==> src/rtl/axi_pkg.sv <==
// -----------------------------------------------------------------------------
// axi_pkg
// Shared AXI definitions for the read path: burst type codes, response codes,
// the read-master state encoding and a constant-friendly clog2 helper used to
// derive arsize and address alignment from the bus width.
// No ports (package).
// -----------------------------------------------------------------------------
package axi_pkg;

    localparam logic [1:0] BURST_FIXED = 2'b00;
    localparam logic [1:0] BURST_INCR  = 2'b01;
    localparam logic [1:0] BURST_WRAP  = 2'b10;

    localparam logic [1:0] RESP_OKAY   = 2'b00;
    localparam logic [1:0] RESP_EXOKAY = 2'b01;
    localparam logic [1:0] RESP_SLVERR = 2'b10;
    localparam logic [1:0] RESP_DECERR = 2'b11;

    typedef enum logic [1:0] {
        RD_IDLE = 2'b00,
        RD_ADDR = 2'b01,
        RD_DATA = 2'b10,
        RD_DONE = 2'b11
    } rdState_t;

    // Smallest n with 2**n >= value; returns 0 for value <= 1.
    function automatic int clog2(input int value);
        int result;
        result = 0;
        for (int i = 0; i < 31; i++) begin
            if ((1 << i) < value) begin
                result = i + 1;
            end
        end
        return result;
    endfunction

endpackage

==> src/rtl/axi_rd_out_reg.sv <==
// -----------------------------------------------------------------------------
// axi_rd_out_reg
// Single-entry valid/ready holding register between the AXI R channel and the
// downstream stream port. It produces rready so that a new beat can be taken
// whenever the slot is empty or is being emptied in the same cycle, which
// gives one beat per cycle when downstream is always ready.
//
// Ports:
//   aclk, aresetn  clock, synchronous active-low reset
//   i_enable       master is in its data phase (rready forced low otherwise)
//   i_data/i_last  beat payload and end-of-burst flag to capture
//   i_valid        R channel valid (rvalid)
//   i_ready        downstream ready (out_ready)
//   o_rready       R channel ready
//   o_accept       R handshake happening this cycle
//   o_data/o_last/o_valid  registered stream output
// -----------------------------------------------------------------------------
module axi_rd_out_reg #(
    parameter int DATA_WIDTH = 32
) (
    input  logic                  aclk,
    input  logic                  aresetn,
    input  logic                  i_enable,
    input  logic [DATA_WIDTH-1:0] i_data,
    input  logic                  i_last,
    input  logic                  i_valid,
    input  logic                  i_ready,
    output logic                  o_rready,
    output logic                  o_accept,
    output logic [DATA_WIDTH-1:0] o_data,
    output logic                  o_last,
    output logic                  o_valid
);

    logic                  r_valid;
    logic                  r_last;
    logic [DATA_WIDTH-1:0] r_data;

    // The slot can take a new beat if it is empty, or if its current beat
    // leaves this cycle; this is what keeps back-to-back throughput at 1/cycle.
    always_comb begin
        o_rready = i_enable && (!r_valid || i_ready);
        o_accept = o_rready && i_valid;
    end

    // Capture a beat on the R handshake; otherwise drop valid once the
    // downstream side has taken the held beat.
    always_ff @(posedge aclk) begin
        if (!aresetn) begin
            r_valid <= 1'b0;
            r_last  <= 1'b0;
            r_data  <= '0;
        end else if (o_accept) begin
            r_valid <= 1'b1;
            r_last  <= i_last;
            r_data  <= i_data;
        end else if (i_ready) begin
            r_valid <= 1'b0;
        end
    end

    assign o_data  = r_data;
    assign o_last  = r_last;
    assign o_valid = r_valid;

endmodule

==> src/rtl/axi_read_master.sv <==
// -----------------------------------------------------------------------------
// axi_read_master
// AXI4 read initiator: takes one {address, length} command, issues a single
// INCR burst on AR, collects the R beats into a one-entry output register and
// reports a per-command completion status on done_valid/done_resp.
//
// Ports:
//   aclk, aresetn                      clock, synchronous active-low reset
//   cmd_addr, cmd_len, cmd_valid/ready read command (len = beats - 1)
//   out_data, out_last, out_valid/ready  beat stream to downstream
//   done_valid, done_resp              one-cycle completion pulse and status
//   araddr, arlen, arsize, arburst, arvalid/arready   AXI AR channel
//   rdata, rresp, rlast, rvalid/rready                AXI R channel
//
// Build option: define AXI_READ_MASTER_TIMEOUT_EN to add an idle watchdog
// that abandons a stalled burst after TIMEOUT_CYCLES and reports DECERR.
// -----------------------------------------------------------------------------
module axi_read_master
    import axi_pkg::*;
#(
    parameter int DATA_WIDTH     = 32,
    parameter int STROBE_WIDTH   = DATA_WIDTH / 8,
    parameter int ADDRESS_WIDTH  = 8,
    parameter int TIMEOUT_CYCLES = 255
) (
    input  logic                     aclk,
    input  logic                     aresetn,
    input  logic [ADDRESS_WIDTH-1:0] cmd_addr,
    input  logic [7:0]               cmd_len,
    input  logic                     cmd_valid,
    output logic                     cmd_ready,
    output logic [DATA_WIDTH-1:0]    out_data,
    output logic                     out_last,
    output logic                     out_valid,
    input  logic                     out_ready,
    output logic                     done_valid,
    output logic [1:0]               done_resp,
    output logic [ADDRESS_WIDTH-1:0] araddr,
    output logic [7:0]               arlen,
    output logic [2:0]               arsize,
    output logic [1:0]               arburst,
    output logic                     arvalid,
    input  logic                     arready,
    input  logic [DATA_WIDTH-1:0]    rdata,
    input  logic [1:0]               rresp,
    input  logic                     rlast,
    input  logic                     rvalid,
    output logic                     rready
);

    localparam int                       ALIGN_BITS = clog2(STROBE_WIDTH);
    localparam logic [ADDRESS_WIDTH-1:0] ALIGN_MASK = ~ADDRESS_WIDTH'((1 << ALIGN_BITS) - 1);
    localparam logic [2:0]               AR_SIZE    = 3'(ALIGN_BITS);

    rdState_t                 r_state;
    rdState_t                 w_nextState;
    logic                     r_arvalid;
    logic [ADDRESS_WIDTH-1:0] r_araddr;
    logic [7:0]               r_arlen;
    logic [8:0]               r_beatsRemaining;
    logic [1:0]               r_status;

    logic w_cmdAccept;
    logic w_arHandshake;
    logic w_rAccept;
    logic w_dataPhase;
    logic w_finalBeat;
    logic w_rlastBad;
    logic w_timeout;

    assign w_cmdAccept   = cmd_ready && cmd_valid;
    assign w_arHandshake = r_arvalid && arready;
    assign w_dataPhase   = (r_state == RD_DATA);
    assign w_finalBeat   = (r_beatsRemaining == 9'd1);
    assign w_rlastBad    = (rlast != w_finalBeat);

`ifdef AXI_READ_MASTER_TIMEOUT_EN
    localparam int TIMER_WIDTH = (clog2(TIMEOUT_CYCLES + 1) > 8) ? clog2(TIMEOUT_CYCLES + 1) : 8;

    logic [TIMER_WIDTH-1:0] r_idleTimer;
    logic                   w_busy;
    logic                   w_anyHandshake;

    assign w_busy         = (r_state == RD_ADDR) || (r_state == RD_DATA);
    assign w_anyHandshake = w_arHandshake || w_rAccept;
    assign w_timeout      = w_busy && !w_anyHandshake && (r_idleTimer == TIMER_WIDTH'(TIMEOUT_CYCLES));

    // Count consecutive busy cycles without progress on either channel;
    // any handshake (or leaving the busy states) restarts the count.
    always_ff @(posedge aclk) begin
        if (!aresetn || !w_busy || w_anyHandshake) begin
            r_idleTimer <= '0;
        end else begin
            r_idleTimer <= r_idleTimer + 1'b1;
        end
    end
`else
    logic w_unusedTimeout;

    assign w_timeout       = 1'b0;
    assign w_unusedTimeout = (TIMEOUT_CYCLES != 0);
`endif

    // State register for the command / address / data / done sequence.
    always_ff @(posedge aclk) begin
        if (!aresetn) begin
            r_state <= RD_IDLE;
        end else begin
            r_state <= w_nextState;
        end
    end

    // Next-state and the per-state handshake outputs. The done status is
    // only presented during the single DONE cycle.
    always_comb begin
        w_nextState = r_state;
        cmd_ready   = 1'b0;
        done_valid  = 1'b0;
        done_resp   = RESP_OKAY;
        unique case (r_state)
            RD_IDLE: begin
                cmd_ready = 1'b1;
                if (cmd_valid) begin
                    w_nextState = RD_ADDR;
                end
            end
            RD_ADDR: begin
                if (w_timeout) begin
                    w_nextState = RD_DONE;
                end else if (w_arHandshake) begin
                    w_nextState = RD_DATA;
                end
            end
            RD_DATA: begin
                if (w_timeout) begin
                    w_nextState = RD_DONE;
                end else if (w_rAccept && w_finalBeat) begin
                    w_nextState = RD_DONE;
                end
            end
            RD_DONE: begin
                done_valid  = 1'b1;
                done_resp   = r_status;
                w_nextState = RD_IDLE;
            end
            default: begin
                w_nextState = RD_IDLE;
            end
        endcase
    end

    // Burst bookkeeping: the AR fields are latched at command time and held
    // until arready, the beat counter tracks the expected burst length (it,
    // not rlast, ends the burst), and the status keeps the first error seen.
    // A misplaced rlast only reports SLVERR if nothing worse came first.
    always_ff @(posedge aclk) begin
        if (!aresetn) begin
            r_arvalid        <= 1'b0;
            r_araddr         <= '0;
            r_arlen          <= '0;
            r_beatsRemaining <= '0;
            r_status         <= RESP_OKAY;
        end else begin
            if (w_cmdAccept) begin
                r_araddr  <= cmd_addr & ALIGN_MASK;
                r_arlen   <= cmd_len;
                r_arvalid <= 1'b1;
            end else if (w_arHandshake || w_timeout) begin
                r_arvalid <= 1'b0;
            end

            if (w_arHandshake) begin
                r_beatsRemaining <= {1'b0, r_arlen} + 9'd1;
                r_status         <= RESP_OKAY;
            end else if (w_rAccept) begin
                r_beatsRemaining <= r_beatsRemaining - 9'd1;
                if (r_status == RESP_OKAY) begin
                    if (rresp[1]) begin
                        r_status <= rresp;
                    end else if (w_rlastBad) begin
                        r_status <= RESP_SLVERR;
                    end
                end
            end

            if (w_timeout) begin
                r_status <= RESP_DECERR;
            end
        end
    end

    axi_rd_out_reg #(
        .DATA_WIDTH(DATA_WIDTH)
    ) u_outReg (
        .aclk     (aclk),
        .aresetn  (aresetn),
        .i_enable (w_dataPhase),
        .i_data   (rdata),
        .i_last   (w_finalBeat),
        .i_valid  (rvalid),
        .i_ready  (out_ready),
        .o_rready (rready),
        .o_accept (w_rAccept),
        .o_data   (out_data),
        .o_last   (out_last),
        .o_valid  (out_valid)
    );

    assign araddr  = r_araddr;
    assign arlen   = r_arlen;
    assign arsize  = AR_SIZE;
    assign arburst = BURST_INCR;
    assign arvalid = r_arvalid;

endmodule

==> config.mk <==
export PLATFORM = sky130hd
export DESIGN_NAME = axi_read_master
export DESIGN_NICKNAME = d
export VERILOG_FILES = /design/src/rtl/axi_pkg.sv /design/src/rtl/axi_rd_out_reg.sv /design/src/rtl/axi_read_master.sv
export SDC_FILE = /design/constraint.sdc
export NUM_CORES = 1
export LEC_CHECK = 0
export ABC_CLOCK_PERIOD_IN_PS = 1900
export CAP_MARGIN = 15
export CORE_MARGIN = 2
export CORE_UTILIZATION = 42
export CTS_CLUSTER_DIAMETER = 200
export DETAILED_ROUTE_END_ITERATION = 10
export GPL_ROUTABILITY_DRIVEN = 1
export GPL_TIMING_DRIVEN = 0
export PLACE_DENSITY_LB_ADDON = 0.08
export SKIP_LAST_GASP = 1
export SLEW_MARGIN = 20
export SYNTH_ARGS = -nofsm -noshare
export SYNTH_HDL_FRONTEND = slang
export SYNTH_SLANG_ARGS = --single-unit
==> constraint.sdc <==
create_clock -name aclk -period 1.9 [get_ports aclk]
set_input_delay 0.38 -clock aclk [delete_from_list [all_inputs] [get_ports aclk]]
set_output_delay 0.38 -clock aclk [all_outputs]
set_load 0.005 [all_outputs]
==> results.ini <==
[routing]
top_layer=met4
dr_total_vias=2535
met2_length_um=3370
wire_per_inst_um=12.9
drt_iter0_drc=44
wl_um=6900
viasPerCell=4.74
drc_errors=0
met1_length_um=2940
antenna_left=0
drtPass1Iterations=4
wl_met3_um=469

[clock_tree]
clk_latency_ps=330
ctsHtreeMaxLevel=3
cts_hold_buf=0
cts_tree=yes
clkTransAtPathRegs_ps=70
cts_inserted_buffers=9
cts-root-buf=clkbuf_8
cts_sinks=62
ctsLongestPathBuffers=2
postCtsSetupRepairBufs=0

[yosys]
syn_area_per_cell_um2=8.38
yosysMostFrequentCell=nand2_1
syn-cell-area_um2=2760
yosys_warnings=0
synth_edf_count=0
synth_top_cell_by_area=dfxtp_1
ys_seq_area_frac=0.450
synth_common_cells=106 x nand2_1, 62 x dfxtp_1, 49 x a21boi_0, 10 x clkbuf_1
yosysTopAreaCellShare=0.450
syn-instance-count=329
synth_seq_cells=62
yosysUniqueCellTypes=35
ys_top_cells_by_area=dfxtp_1 45%, nand2_1 14%, a21boi_0 13%, ha_1 3.6%, xnor2_1 2.5%
ys_async_sr_fraction=0
synth_ff_type=dfxtp_1

[run]
drv_cap=0

[floorplanning]
die_area_um2=7230
fp.coreArea_um2=6350
die_h_um=85.0
core.rowCount=29
die_x_um=85.0
num_io_pins=118
start_util=0.434

[timing]
max_freq_mhz=533
rsz0062_at_grt=true
tns_ps=0
min_period_ps=1880
fin_crit_sh=0.988
hold-worst-slack_ps=460
finClkSkew_ps=8.31
finalHoldViolations=0
slew_viol_final=0
setup_viol=0

[global_route]
antenna_found_initial=0
grt_pass1_vias=2532
grt_use_total=0.203
overflow=0
grt_max_degree=11
grt_pass1_wl_um=11500

[critical_path]
crit_buf_inv=1
cp_top_family=buffers and inverters
worstPathMaxFanout=4
critPathRequiredTime_ps=1520
crit_type=flip-flop to output port
critPathArrivalTime_ps=1500
start_kind=flip-flop
cpPeakStageDelay_ps=480
crit_chain=ha_2, and2_1, clkdlybuf4s50_1
cp_slowest_cell=clkdlybuf4s50_1
endpoint_kind=output port

[power_and_ir_drop]
p_switching_mw=1.36
power_density_nw_per_um2=1050
sw_frac_of_total=0.308
leakage_nw=1.57
vdd_drop_max_uv=694
p_int_mw=3.06
seqPwrFrac=0.387
p_comb_frac=0.327
clkPwrFrac=0.286

[place]
hpwl_um=5240
place_congestion=0.776
io_buffers=108
placed_area_um2=3950

[cells_and_area]
num-nets-final=518
layout-drive-gt1-share=0.0852
final_area_um2=4220
syn_to_final_growth_pct=52.9
nFillCells=562
diodes=0

[run_status]
status=completed

[hold_path]
hp-class=flip-flop to flip-flop

## cells by family after synthesis
| logic type | count (synthesis) | synth area share |
|---|---|---|
| DFF | 62 | 0.450 |
| xor gates and xnor gates | 15 | 0.0476 |
| and+or+nand+nor | 139 | 0.221 |
| AOI/OAI and AO/OA | 71 | 0.182 |
| buffers and inverters | 31 | 0.0563 |
| other | 2 | 0.00272 |
| adders and majority gates | 8 | 0.0363 |
| muxes | 1 | 0.00363 |
## sequential cells by signal (all words and copies together) (netlist names), 2 cells and up
signal and count:
araddr 6, arlen 8, r_beatsRemaining 9, r_state 2, r_status 2, u_outReg.o_data 32
## stage by stage
stage	setup slack (ps)	util	instances	total power [mW]
floorplan	266	-	334	2.46
global placement	-145	0.623	519	3.10
detailed placement	-182	0.623	519	3.13
CTS	-16.2	0.663	535	4.47
global route	-30.4	0.664	535	4.72
finish	22.6	0.664	535	4.42
## power by group through the flow
stage	logic [mW]	registers, mW	clock network, mW
finish	1.45	1.71	1.26
floorplan	0.753	1.71	0
detailed placement	1.41	1.73	0
global route	1.62	1.75	1.35
CTS	1.45	1.71	1.30
global placement	1.39	1.71	0
## cell usage in the layout, fill, tap and decap left out, types with 6 or more instances in the layout
master,n
a21boi_0,49
a21oi_1,7
and2_1,6
buf_2,6
buf_4,8
clkbuf_1,11
clkbuf_8,10
clkdlybuf4s50_1,106
conb_1,7
dfxtp_1,60
nand2_1,106
nor2_1,7
o21ai_0,7
xnor2_1,8
xor2_1,7
## worst reg2reg max path, cell delays in order, from the launching register on
cell and delay [ps]:
dfxtp_2 340, inv_2 120, ha_4 170, and2_1 160
and2_1 120, buf_2 170, buf_6 170, buf_4 180
nand2_1 60, a21boi_0 150
## routing by layer
layer	vias up	track usage
met3	10	0.0603
met5	-	0
met2	64	0.348
li1	1319	-
met4	0	0.0866
met1	1142	0.234
## timing repair
action,CTS,global route
endpoints found under the setup margin,14,14
endpoints found under the hold margin,0,0
resized for setup,11,6
pin swaps,0,0
## cell type report
type	count	area, um2	share of cell area
multi-input combinational	241	1420	0.336
timing repair buffer	108	1080	0.257
tap	77	96.3	0.0228
clock buffer	12	145	0.0344
inverter	6	22.5	0.00534
clock inverter	4	70.1	0.0166
sequential	62	1250	0.295
buffer	25	140	0.0332
## worst paths after layout
| path | slack, ps | startpoint | cells past startpoint | to |
|---|---|---|---|---|
| setup / recovery | 20 | r_state[1]$_SDFFE_PN0P_ | 3 | done_resp[0] |
| hold / removal | 460 | u_outReg.o_data[17]$_SDFFE_PN0P_ | 2 | u_outReg.o_data[17]$_SDFFE_PN0P_ |
| hold reg to reg | 460 | u_outReg.o_data[17]$_SDFFE_PN0P_ | 2 | u_outReg.o_data[17]$_SDFFE_PN0P_ |
| setup reg to reg | 180 | r_state[0]$_SDFFE_PN0P_ | 9 | u_outReg.o_data[22]$_SDFFE_PN0P_ |
No activity file was read; power rests on OpenSTA's default activity.
